[config.mk]
export PLATFORM = sky130hd
export DESIGN_NAME = junction_phase_scheduler
export DESIGN_NICKNAME = d
export VERILOG_FILES = /design/src/rtl/junction_pkg.sv /design/src/rtl/junction_phase_scheduler_phase_timer.sv /design/src/rtl/junction_phase_scheduler.sv
export SDC_FILE = /design/constraint.sdc
export NUM_CORES = 1
export LEC_CHECK = 0
export CORE_MARGIN = 5
export CORE_UTILIZATION = 48
export DETAILED_ROUTE_END_ITERATION = 8
export PLACE_DENSITY = 0.86
export SLEW_MARGIN = 20
export SYNTH_ARGS = -nofsm -noshare
export SYNTH_HDL_FRONTEND = slang
export SYNTH_SLANG_ARGS = --single-unit
[constraint.sdc]
create_clock -name clk -period 3.07 [get_ports clk]
set_input_delay 0.921 -clock clk [delete_from_list [all_inputs] [get_ports clk]]
set_output_delay 0.921 -clock clk [all_outputs]
set_load 0.05 [all_outputs]
[src/rtl/junction_pkg.sv]
// Package for the junction phase scheduler.
// Holds the phase encoding, per-road lamp codes, road indices and small
// helpers for round-robin stepping and lamp generation.
package junction_pkg;

  typedef enum logic [1:0] {
    PH_ALL_RED = 2'd0,
    PH_GREEN   = 2'd1,
    PH_YELLOW  = 2'd2
  } phase_e;

  // Lamp encoding {red, yellow, green}
  localparam logic [2:0] LAMP_RED    = 3'b100;
  localparam logic [2:0] LAMP_YELLOW = 3'b010;
  localparam logic [2:0] LAMP_GREEN  = 3'b001;

  localparam logic [1:0] ROAD_A = 2'd0;
  localparam logic [1:0] ROAD_B = 2'd1;
  localparam logic [1:0] ROAD_C = 2'd2;

  // Next road in A -> B -> C -> A order
  function automatic logic [1:0] road_inc(input logic [1:0] r);
    return (r >= ROAD_C) ? ROAD_A : r + 2'd1;
  endfunction

  // Lamp shown by 'road' given the phase and the road owning it
  function automatic logic [2:0] lamp_of(input phase_e ph, input logic [1:0] act,
                                         input logic [1:0] road);
    logic [2:0] l;
    l = LAMP_RED;
    if (act == road) begin
      if (ph == PH_GREEN)       l = LAMP_GREEN;
      else if (ph == PH_YELLOW) l = LAMP_YELLOW;
    end
    return l;
  endfunction

endpackage

[src/rtl/junction_phase_scheduler_phase_timer.sv]
// phase_timer: saturating phase timer.
// Ports:
//   clk      - clock, rising edge
//   clear    - synchronous clear (takes priority over enable)
//   enable   - count enable; the counter holds at all-ones
//   cmp_val  - compare value
//   count    - current count
//   reached  - count >= cmp_val
module phase_timer #(
  parameter int unsigned CNT_W = 8
) (
  input  logic             clk,
  input  logic             clear,
  input  logic             enable,
  input  logic [CNT_W-1:0] cmp_val,
  output logic [CNT_W-1:0] count,
  output logic             reached
);

  always_ff @(posedge clk) begin
    if (clear)                         count <= '0;
    else if (enable && (count != '1))  count <= count + 1'b1;
  end

  assign reached = (count >= cmp_val);

endmodule

[src/rtl/junction_phase_scheduler.sv]
// junction_phase_scheduler: demand-actuated phase scheduler for a three-road
// junction. Latches vehicle requests per road and grants green round-robin,
// enforcing min/max green, fixed yellow and all-red clearance.
// Ports:
//   clk          - clock, rising edge
//   rst          - synchronous active-high reset
//   car_sense    - per-road vehicle present (bit0=A, bit1=B, bit2=C)
//   road_a/b/c   - lamps {red,yellow,green}, one-hot, registered
//   active_road  - road owning current/last green (0=A,1=B,2=C)
//   phase        - 0=ALL_RED, 1=GREEN, 2=YELLOW
// Optional (macro EMERGENCY_PREEMPT_EN):
//   emerg_req    - per-road emergency request; lowest index wins
//   emerg_active - preemption currently governs selection
module junction_phase_scheduler
  import junction_pkg::*;
#(
  parameter int unsigned GREEN_MIN = 4,
  parameter int unsigned GREEN_MAX = 12,
  parameter int unsigned YELLOW_T  = 3,
  parameter int unsigned ALLRED_T  = 2,
  parameter int unsigned CNT_W     = 8
) (
  input  logic       clk,
  input  logic       rst,
  input  logic [2:0] car_sense,
`ifdef EMERGENCY_PREEMPT_EN
  input  logic [2:0] emerg_req,
  output logic       emerg_active,
`endif
  output logic [2:0] road_a,
  output logic [2:0] road_b,
  output logic [2:0] road_c,
  output logic [1:0] active_road,
  output logic [1:0] phase
);

  localparam logic [CNT_W-1:0] GMIN_LAST   = CNT_W'(GREEN_MIN - 1);
  localparam logic [CNT_W-1:0] GMAX_LAST   = CNT_W'(GREEN_MAX - 1);
  localparam logic [CNT_W-1:0] YEL_LAST    = CNT_W'(YELLOW_T - 1);
  localparam logic [CNT_W-1:0] ALLRED_LAST = CNT_W'(ALLRED_T - 1);

  phase_e           state;
  phase_e           nxt_phase;
  logic [1:0]       nxt_road;
  logic [2:0]       pending;
  logic [2:0]       act_mask;
  logic [2:0]       clr_mask;
  logic             others;
  logic             act_sense;
  logic             advance;
  logic [CNT_W-1:0] timer;
  logic [CNT_W-1:0] cmp_val;
  logic             t_reached;
  logic             min_reached;
  logic             pick_found;
  logic [1:0]       pick_road;
  logic [1:0]       cand;

  assign phase = state;

  // The timer restarts on every phase change (and on reset)
  phase_timer #(.CNT_W(CNT_W)) u_timer (
    .clk     (clk),
    .clear   (rst | advance),
    .enable  (1'b1),
    .cmp_val (cmp_val),
    .count   (timer),
    .reached (t_reached)
  );

  always_comb begin
    case (state)
      PH_GREEN:  cmp_val = GMAX_LAST;
      PH_YELLOW: cmp_val = YEL_LAST;
      default:   cmp_val = ALLRED_LAST;
    endcase
  end

  assign min_reached = (timer >= GMIN_LAST);
  assign act_mask    = 3'b001 << active_road;
  assign others      = |(pending & ~act_mask);
  assign act_sense   = |(car_sense & act_mask);

  // Round-robin search starting after the current road; third step wraps
  // back onto the current road itself.
  always_comb begin
    pick_found = 1'b0;
    pick_road  = active_road;
    cand       = active_road;
    for (int unsigned k = 0; k < 3; k++) begin
      cand = road_inc(cand);
      if (!pick_found && pending[cand]) begin
        pick_found = 1'b1;
        pick_road  = cand;
      end
    end
  end

`ifdef EMERGENCY_PREEMPT_EN
  logic       emerg_any;
  logic [1:0] emerg_tgt;
  assign emerg_any = |emerg_req;
  assign emerg_tgt = emerg_req[0] ? ROAD_A : (emerg_req[1] ? ROAD_B : ROAD_C);
`endif

  always_comb begin
    nxt_phase = state;
    nxt_road  = active_road;
    case (state)
      PH_ALL_RED: begin
        if (t_reached) begin
`ifdef EMERGENCY_PREEMPT_EN
          if (emerg_any) begin
            nxt_phase = PH_GREEN;
            nxt_road  = emerg_tgt;
          end else
`endif
          if (pick_found) begin
            nxt_phase = PH_GREEN;
            nxt_road  = pick_road;
          end
        end
      end
      PH_GREEN: begin
`ifdef EMERGENCY_PREEMPT_EN
        // Preemption overrides min green; a held target ignores max-out
        if (emerg_any) begin
          if (emerg_tgt != active_road) nxt_phase = PH_YELLOW;
        end else
`endif
        if (others && (t_reached || (min_reached && !act_sense)))
          nxt_phase = PH_YELLOW;
      end
      PH_YELLOW: begin
        if (t_reached) nxt_phase = PH_ALL_RED;
      end
      default: nxt_phase = PH_ALL_RED;
    endcase
    advance  = (nxt_phase != state);
    clr_mask = (state != PH_GREEN && nxt_phase == PH_GREEN) ? (3'b001 << nxt_road) : 3'b000;
  end

  always_ff @(posedge clk) begin
    if (rst) begin
      state       <= PH_ALL_RED;
      active_road <= ROAD_C;
      pending     <= '0;
      road_a      <= LAMP_RED;
      road_b      <= LAMP_RED;
      road_c      <= LAMP_RED;
`ifdef EMERGENCY_PREEMPT_EN
      emerg_active <= 1'b0;
`endif
    end else begin
      state       <= nxt_phase;
      active_road <= nxt_road;
      // Clear wins over a same-cycle set; the sensor re-latches next cycle
      pending     <= (pending | car_sense) & ~clr_mask;
      road_a      <= lamp_of(nxt_phase, nxt_road, ROAD_A);
      road_b      <= lamp_of(nxt_phase, nxt_road, ROAD_B);
      road_c      <= lamp_of(nxt_phase, nxt_road, ROAD_C);
`ifdef EMERGENCY_PREEMPT_EN
      emerg_active <= emerg_any;
`endif
    end
  end

endmodule

-- Yosys cells after proc, flatten, opt, wreduce, memory -nomap -nowiden
Cells that the tools add are included.
- $lt $le $gt $ge: 8
- divide/modulo/power cells: 0
- reduce and logical (&&, ||, !) cells: 16
- bitwise operators: 10
- add/subtract/negate cells: 4
- equality and inequality tests: 9
- multiply operators: 0
- shift operators: 2
- mux-type cells: 27
- operators by type and width (operator ; number):
    2-to-1 mux 2 bit ; 13
    AND 3 bit ; 3
    < comparator 2 x 3 -> 1 bit (second input constant) ; 3
    2-to-1 mux 3 bit ; 3
    adder 8 x 1 -> 8 bit (second input constant) ; 1
    >= comparator 8 x 2 -> 1 bit (second input constant) ; 1
    >= comparator 8 x 4 -> 1 bit ; 1
    != test 8 bit (second input constant) ; 1
    one-hot mux 4 bit (2 select lines) ; 1
    adder 2 x 1 -> 2 bit (second input constant) ; 3
    binary-select mux 1 bit (select 2 bit) ; 3
    equality test 2 x 1 -> 1 bit (second input constant) ; 3
    equality test 2 bit (second input constant) ; 3
    >= comparator 2 bit (second input constant) ; 3
    2-to-1 mux 1 bit ; 6
    inverter 3 bit ; 2
    one-hot mux 2 bit (3 select lines) ; 1
    OR reduction 2 bit ; 3
    OR reduction 3 bit ; 2
    << shifter 1 x 2 -> 3 bit (first input constant) ; 2
    logical AND 1 bit ; 5
    zero test 2 bit ; 2
    zero test 1 bit ; 3
    inverter 1 bit ; 3
    5 further kinds ; 5
- memories: 0
- bits in latches: 0
- flip-flop bits (word level): 24
- bits in writable memories: 0
- bits in read-only memories: 0

-- Depth between registers and ports, before layout
- word-level depth: 19
- gate-level depth with buffers: 13
- depth with buffers taken out: 13

-- By module
Synthesis repeated with hierarchy kept, for this count alone.
- cell total of the unflattened synthesis: 180
- area total of the unflattened synthesis: 1525.2 um^2
- modules (own cells, without submodules) (module ; cells an instance ; instances ; area an instance (um^2)):
    junction_phase_scheduler ; 108 ; 1 ; 900.9
    phase_timer ; 72 ; 1 ; 624.3

-- Least setup slack after synthesis
Ideal clock, no wire load.
- path type: register -> register
- from: register state[1], in the netlist phase[1]
- to: register road_b[2]
- arrival: 3201 ps
- cell stages (with the launch flop): 13
- setup slack: -258 ps
- cells stage by stage: dfxtp_1 > inv_1 > ha_1 > inv_1 > ha_1 > o21a_1 > a31oi_1 > o311ai_1 > and3_1 > o21ai_0 > nor2_1 > ha_1 > or3_1
- word-level cells in the longest chain between the ends: 10
- elaborated cells on any way between the ends: 21
- classes of those cells: order compare: 1; eq/ne: 5; mux: 10; bitwise: 1; reduce/logical: 4
- ends and longest elaborated chain (element ; RTL line ; text):
    start: declaration ; junction_phase_scheduler.sv:42 ; phase_e state;
    start signal: assignment ; junction_phase_scheduler.sv:155 ; state <= nxt_phase;
    equality test 2 bit or equality test 2 x 1 -> 1 bit (tied branches) ; junction_phase_scheduler.sv:72, junction_phase_scheduler.sv:109 ;
    one-hot mux 4 bit (2 select lines) ; junction_phase_scheduler.sv:72 ; case (state)
    >= comparator 8 x 4 -> 1 bit ; junction_phase_scheduler_phase_timer.sv:25 ; assign reached = (count >= cmp_val);
    logical OR 1 bit ; junction_phase_scheduler.sv:131 ; if (others && (t_reached || (min_reached && !act_sense)))
    logical AND 1 bit ; junction_phase_scheduler.sv:131 ;
    2-to-1 mux 2 bit ; junction_phase_scheduler.sv:131 ;
    one-hot mux 2 bit (3 select lines) (*) ; junction_phase_scheduler.sv:109 ; case (state)
    net nxt_phase[1] ; junction_phase_scheduler.sv:43 ; phase_e nxt_phase;
    equality test 2 bit ; junction_pkg.sv:33 ; else if (ph == PH_YELLOW) l = LAMP_YELLOW;
    2-to-1 mux 3 bit ; junction_pkg.sv:33 ;
    2-to-1 mux 3 bit (*) ; junction_pkg.sv:32 ; if (ph == PH_GREEN) l = LAMP_GREEN;
    end signal: assignment ; junction_phase_scheduler.sv:160 ; road_b <= lamp_of(nxt_phase, nxt_road, ROAD_B);
    end: declaration ; junction_phase_scheduler.sv:31 ; output logic [2:0] road_b,
The timed path passes the listed nets; every way through them passes the cells marked *.
A chain may end at the register's enable or synchronous reset.

-- Worst setup path after layout
- from: register state[0], in the netlist phase[0]
- to: register road_b[2]
- word-level cells in the longest chain between the ends: 10
- elaborated cells on any way between the ends: 21
- classes of those cells: order compare: 1; eq/ne: 5; mux: 10; bitwise: 1; reduce/logical: 4
- ends and longest elaborated chain (element ; RTL line):
    equality test 2 bit or equality test 2 x 1 -> 1 bit (tied branches) ; junction_phase_scheduler.sv:72, junction_phase_scheduler.sv:109
    one-hot mux 4 bit (2 select lines) ; junction_phase_scheduler.sv:72
    >= comparator 8 x 4 -> 1 bit ; junction_phase_scheduler_phase_timer.sv:25
    logical OR 1 bit ; junction_phase_scheduler.sv:131
    logical AND 1 bit ; junction_phase_scheduler.sv:131
    2-to-1 mux 2 bit ; junction_phase_scheduler.sv:131
    one-hot mux 2 bit (3 select lines) ; junction_phase_scheduler.sv:109
    equality test 2 bit ; junction_pkg.sv:33
    2-to-1 mux 3 bit ; junction_pkg.sv:33
    2-to-1 mux 3 bit ; junction_pkg.sv:32
Several ways; a longest one is shown, not always the timed one.

==> impl_metrics.env <==
export IMPL_path_clk_slew_ns=0.13
export IMPL_max_slew_margin_pct=65.3
export IMPL_final_util_pct=62.2
export IMPL_syn_nets=167
export IMPL_regToRegStartpoint="phase[0]$_SDFF_PP0_"
export IMPL_ys_top_cells_by_count="dfxtp_1, nor2_1, ha_1, nand3_1"
export IMPL_place_hpwl_um=2230
export IMPL_vias=1208
export IMPL_finalCriticalPeriod_ns=2.89
export IMPL_ant_nets=0
export IMPL_drt_pass1_iter_count=4
export IMPL_min_from="u_timer.count[1]$_SDFFE_PP0P_"
export IMPL_io_pins=18
export IMPL_die_w_um=62.3
export IMPL_ctsRootBufferMaster="clkbuf_4"
export IMPL_swShare_pct=44.3
export IMPL_gr_usage_met3_pct=3.42
export IMPL_ys_warn_count=0
export IMPL_synth_area_top_cells="dfxtp_1, ha_1, nor2_1, nand3_1, nor3_1"
export IMPL_r2r_end="road_b[2]$_SDFF_PP1_"
export IMPL_synth_seq_cells=24
export IMPL_crit_type="register to register"
export IMPL_cap_violations=0
export IMPL_yosysTopAreaCellShare_pct=36.6
export IMPL_syn_area_um2=1310
export IMPL_cts_buffers=3
export IMPL_p_leak_uw=0.000651
export IMPL_hp_class="register to register"
export IMPL_avgSynthCellArea_um2=8.69
export IMPL_clock_latency_ns=0.32
export IMPL_vdd_drop_max_uv=661
export IMPL_slew_viol_final=0
export IMPL_power_density_nw_per_um2=973
export IMPL_wl_per_cell_um=15.1
export IMPL_synth_edf_count=0
export IMPL_dp_cells=200
export IMPL_syn_to_final_growth_pct=27.4
export IMPL_grt_met1_usage_pct=20.4
export IMPL_drtIter0Drc=62
export IMPL_yosysSeqAreaShare_pct=36.6
export IMPL_final_cells=205
export IMPL_drive_gt1_share_pct=18.4
export IMPL_timing_hold_ws_ns=0.569
export IMPL_p_clk_share_pct=14.3
export IMPL_required_ns=3.27
export IMPL_p_int_uw=906
export IMPL_crit_path_max_fanout=8
export IMPL_layout_worst_path_cycle_share_pct=94.0
export IMPL_yosysTopAreaCell="dfxtp_1"
export IMPL_fp_dieH_um=62.3
export IMPL_grt_usage_pct=16.5
export IMPL_synthXorXnorAreaFrac_pct=0.667
export IMPL_die_area_um2=3880
export IMPL_status="completed"
export IMPL_pre_cts_slack_ns=-0.0278
export IMPL_tightest_slew_ns=0.519
export IMPL_synth_cells=151
export IMPL_initial_core_util_pct=48.9
export IMPL_synthMuxAreaShare_pct=2.57
export IMPL_reg2regPathDepth=12
export IMPL_antenna_found_initial=0
export IMPL_combPwrFrac_pct=58.4
export IMPL_cts_tree="yes"
export IMPL_hold_path_end="u_timer.count[1]$_SDFFE_PP0P_"
export IMPL_fin_nets=191
export IMPL_hold_violations=0
export IMPL_crit_path_start_kind="register"
export IMPL_htreeDepth=1
export IMPL_yosysMostFrequentCell="dfxtp_1"
export IMPL_gp_congestion=0.961
export IMPL_grt_pass1_vias=1198
export IMPL_synth_top_family_by_area="simple AND/OR/NAND/NOR gates"
export IMPL_synthSimpleGateAreaFrac_pct=29.4
export IMPL_yosys_most_used_dff="dfxtp_1"
export IMPL_synth_compound_area_share_pct=17.2
export IMPL_overflow=0
export IMPL_clock_skew_ns=0.0173
export IMPL_finalSetupTns_ns=0
export IMPL_grt_max_degree=15
export IMPL_finalSetupViolations=0
export IMPL_synthAdderAreaFrac_pct=10.5
export IMPL_holdBufCountCts=0
export IMPL_r2r_setup_slack_ns=0.18
export IMPL_cp_end_kind="register"
export IMPL_fillers=215
export IMPL_async_flop_share_pct=0
export IMPL_placementRows=19
export IMPL_fmax_mhz=347
export IMPL_grt_util_met2_pct=26.6
export IMPL_rsz0062_at_grt="false"
export IMPL_min_path_cells=2
export IMPL_vias_per_cell=5.89
export IMPL_cts_sinks=24
export IMPL_core_area_um2=2690
export IMPL_sequentialPowerShare_pct=27.3
export IMPL_synth_cell_types=45
export IMPL_critical_path_arrival_ns=3.09
export IMPL_num_antenna_cells=0
export IMPL_grt_pass1_wl_um=5340
export IMPL_setup_ws_ns=0.184
export IMPL_wl_um=3090
export IMPL_busiest_layer="met2"
export IMPL_p_sw_uw=721
export IMPL_drc=0
export IMPL_cts_path_max_buffers=2
export IMPL_port_buffers=17
[worst max-delay path, cell delays in order, from the launching register on]
cell and delay [ns]:
dfxtp_2 0.42, inv_1 0.13, ha_1 0.30, inv_1 0.04, ha_1 0.32, a31oi_4 0.12, buf_4 0.16, a211o_2 0.34
o221ai_2 0.08, a21o_1 0.13, nand2b_1 0.06, ha_1 0.32, or3_1 0.36
[how the worst max path moves through the flow]
stage          slack, ns  cells past startpoint                   end                start
6_report            0.18                     12  road_b[2]$_SDFF_PP1_  phase[0]$_SDFF_PP0_
5_1_grt             0.03                     12  road_b[2]$_SDFF_PP1_  phase[0]$_SDFF_PP0_
3_5_place_dp       -0.03                      9  road_c[0]$_SDFF_PP0_         car_sense[1]
2_1_floorplan       0.06                     12  road_b[2]$_SDFF_PP1_  phase[0]$_SDFF_PP0_
4_1_cts           0.0009                     12  road_b[2]$_SDFF_PP1_  phase[0]$_SDFF_PP0_
3_3_place_gp        0.02                      9  road_c[0]$_SDFF_PP0_         car_sense[1]
[cell families after synthesis]
family | after synthesis
compound gates | 30
xor+xnor | 1
buf+inv | 11
flops | 24
mux | 3
fa+ha+maj | 11
simple gates | 71
[metrics by stage]
| stage | instance area, µm² | power [µW] |
|---|---|---|
| global route | 1670 | 1760 |
| floorplan | 1320 | 1030 |
| global placement | 1550 | 1250 |
| finish | 1670 | 1630 |
| detailed placement | 1550 | 1280 |
| CTS | 1600 | 1520 |
[power by group through the flow]
stage	clock [µW]	sequential, µW	combinational [µW]
floorplan	0	528	503
global placement	0	446	799
detailed placement	0	449	827
CTS	241	442	841
global route	260	457	1040
finish	233	443	950
[registers in the layout, indices dropped and copies added (netlist names)]
name and count:
active_road 2, pending 3, phase 2, road_a 3, road_b 3, road_c 3, u_timer.count 8
[routing by layer]
metal  vias to the layer above  part of all wire [%]
met5                         -                     0
li1                        595                     -
met4                         0                   2.5
met1                       571                    43
met3                         8                   4.2
met2                        34                    50
[placed cells by master, fill, tap and decap left out, drive strengths merged, types with 2 or more instances in the layout]
cell / Yosys / routed
dfxtp: 24 / 24
ha: 11 / 11
o221ai: 2 / 2
clkdlybuf4s50: 0 / 17
clkbuf: 4 / 3
a31oi: 2 / 2
nor2: 23 / 23
nand2b: 6 / 6
o31a: 3 / 3
nor2b: 2 / 2
o22ai: 2 / 2
buf: 0 / 6
o21ai: 6 / 6
nor3b: 4 / 4
nand2: 7 / 7
inv: 7 / 7
or2: 2 / 2
nand3: 8 / 8
a211oi: 2 / 2
nor3: 8 / 8
mux2i: 3 / 3
and3: 4 / 4
a21oi: 3 / 3
[what timing repair did]
action | in CTS | in global routing
gates resized for setup | 0 | 12
endpoints found under the setup margin | 0 | 10
buffers inserted | 0 | 1
[area by class of cell]
type / count / area (µm²) / share of cell area (%)
flip-flops and latches: 24 / 485 / 29.0
clock inverters: 1 / 30.0 / 1.80
inverters: 7 / 26.3 / 1.57
clock buffers: 3 / 22.5 / 1.35
multi-input cells: 116 / 853 / 51.0
repair buffers: 23 / 215 / 12.9
well taps: 31 / 38.8 / 2.32
Power figures use the tool's default switching activity.
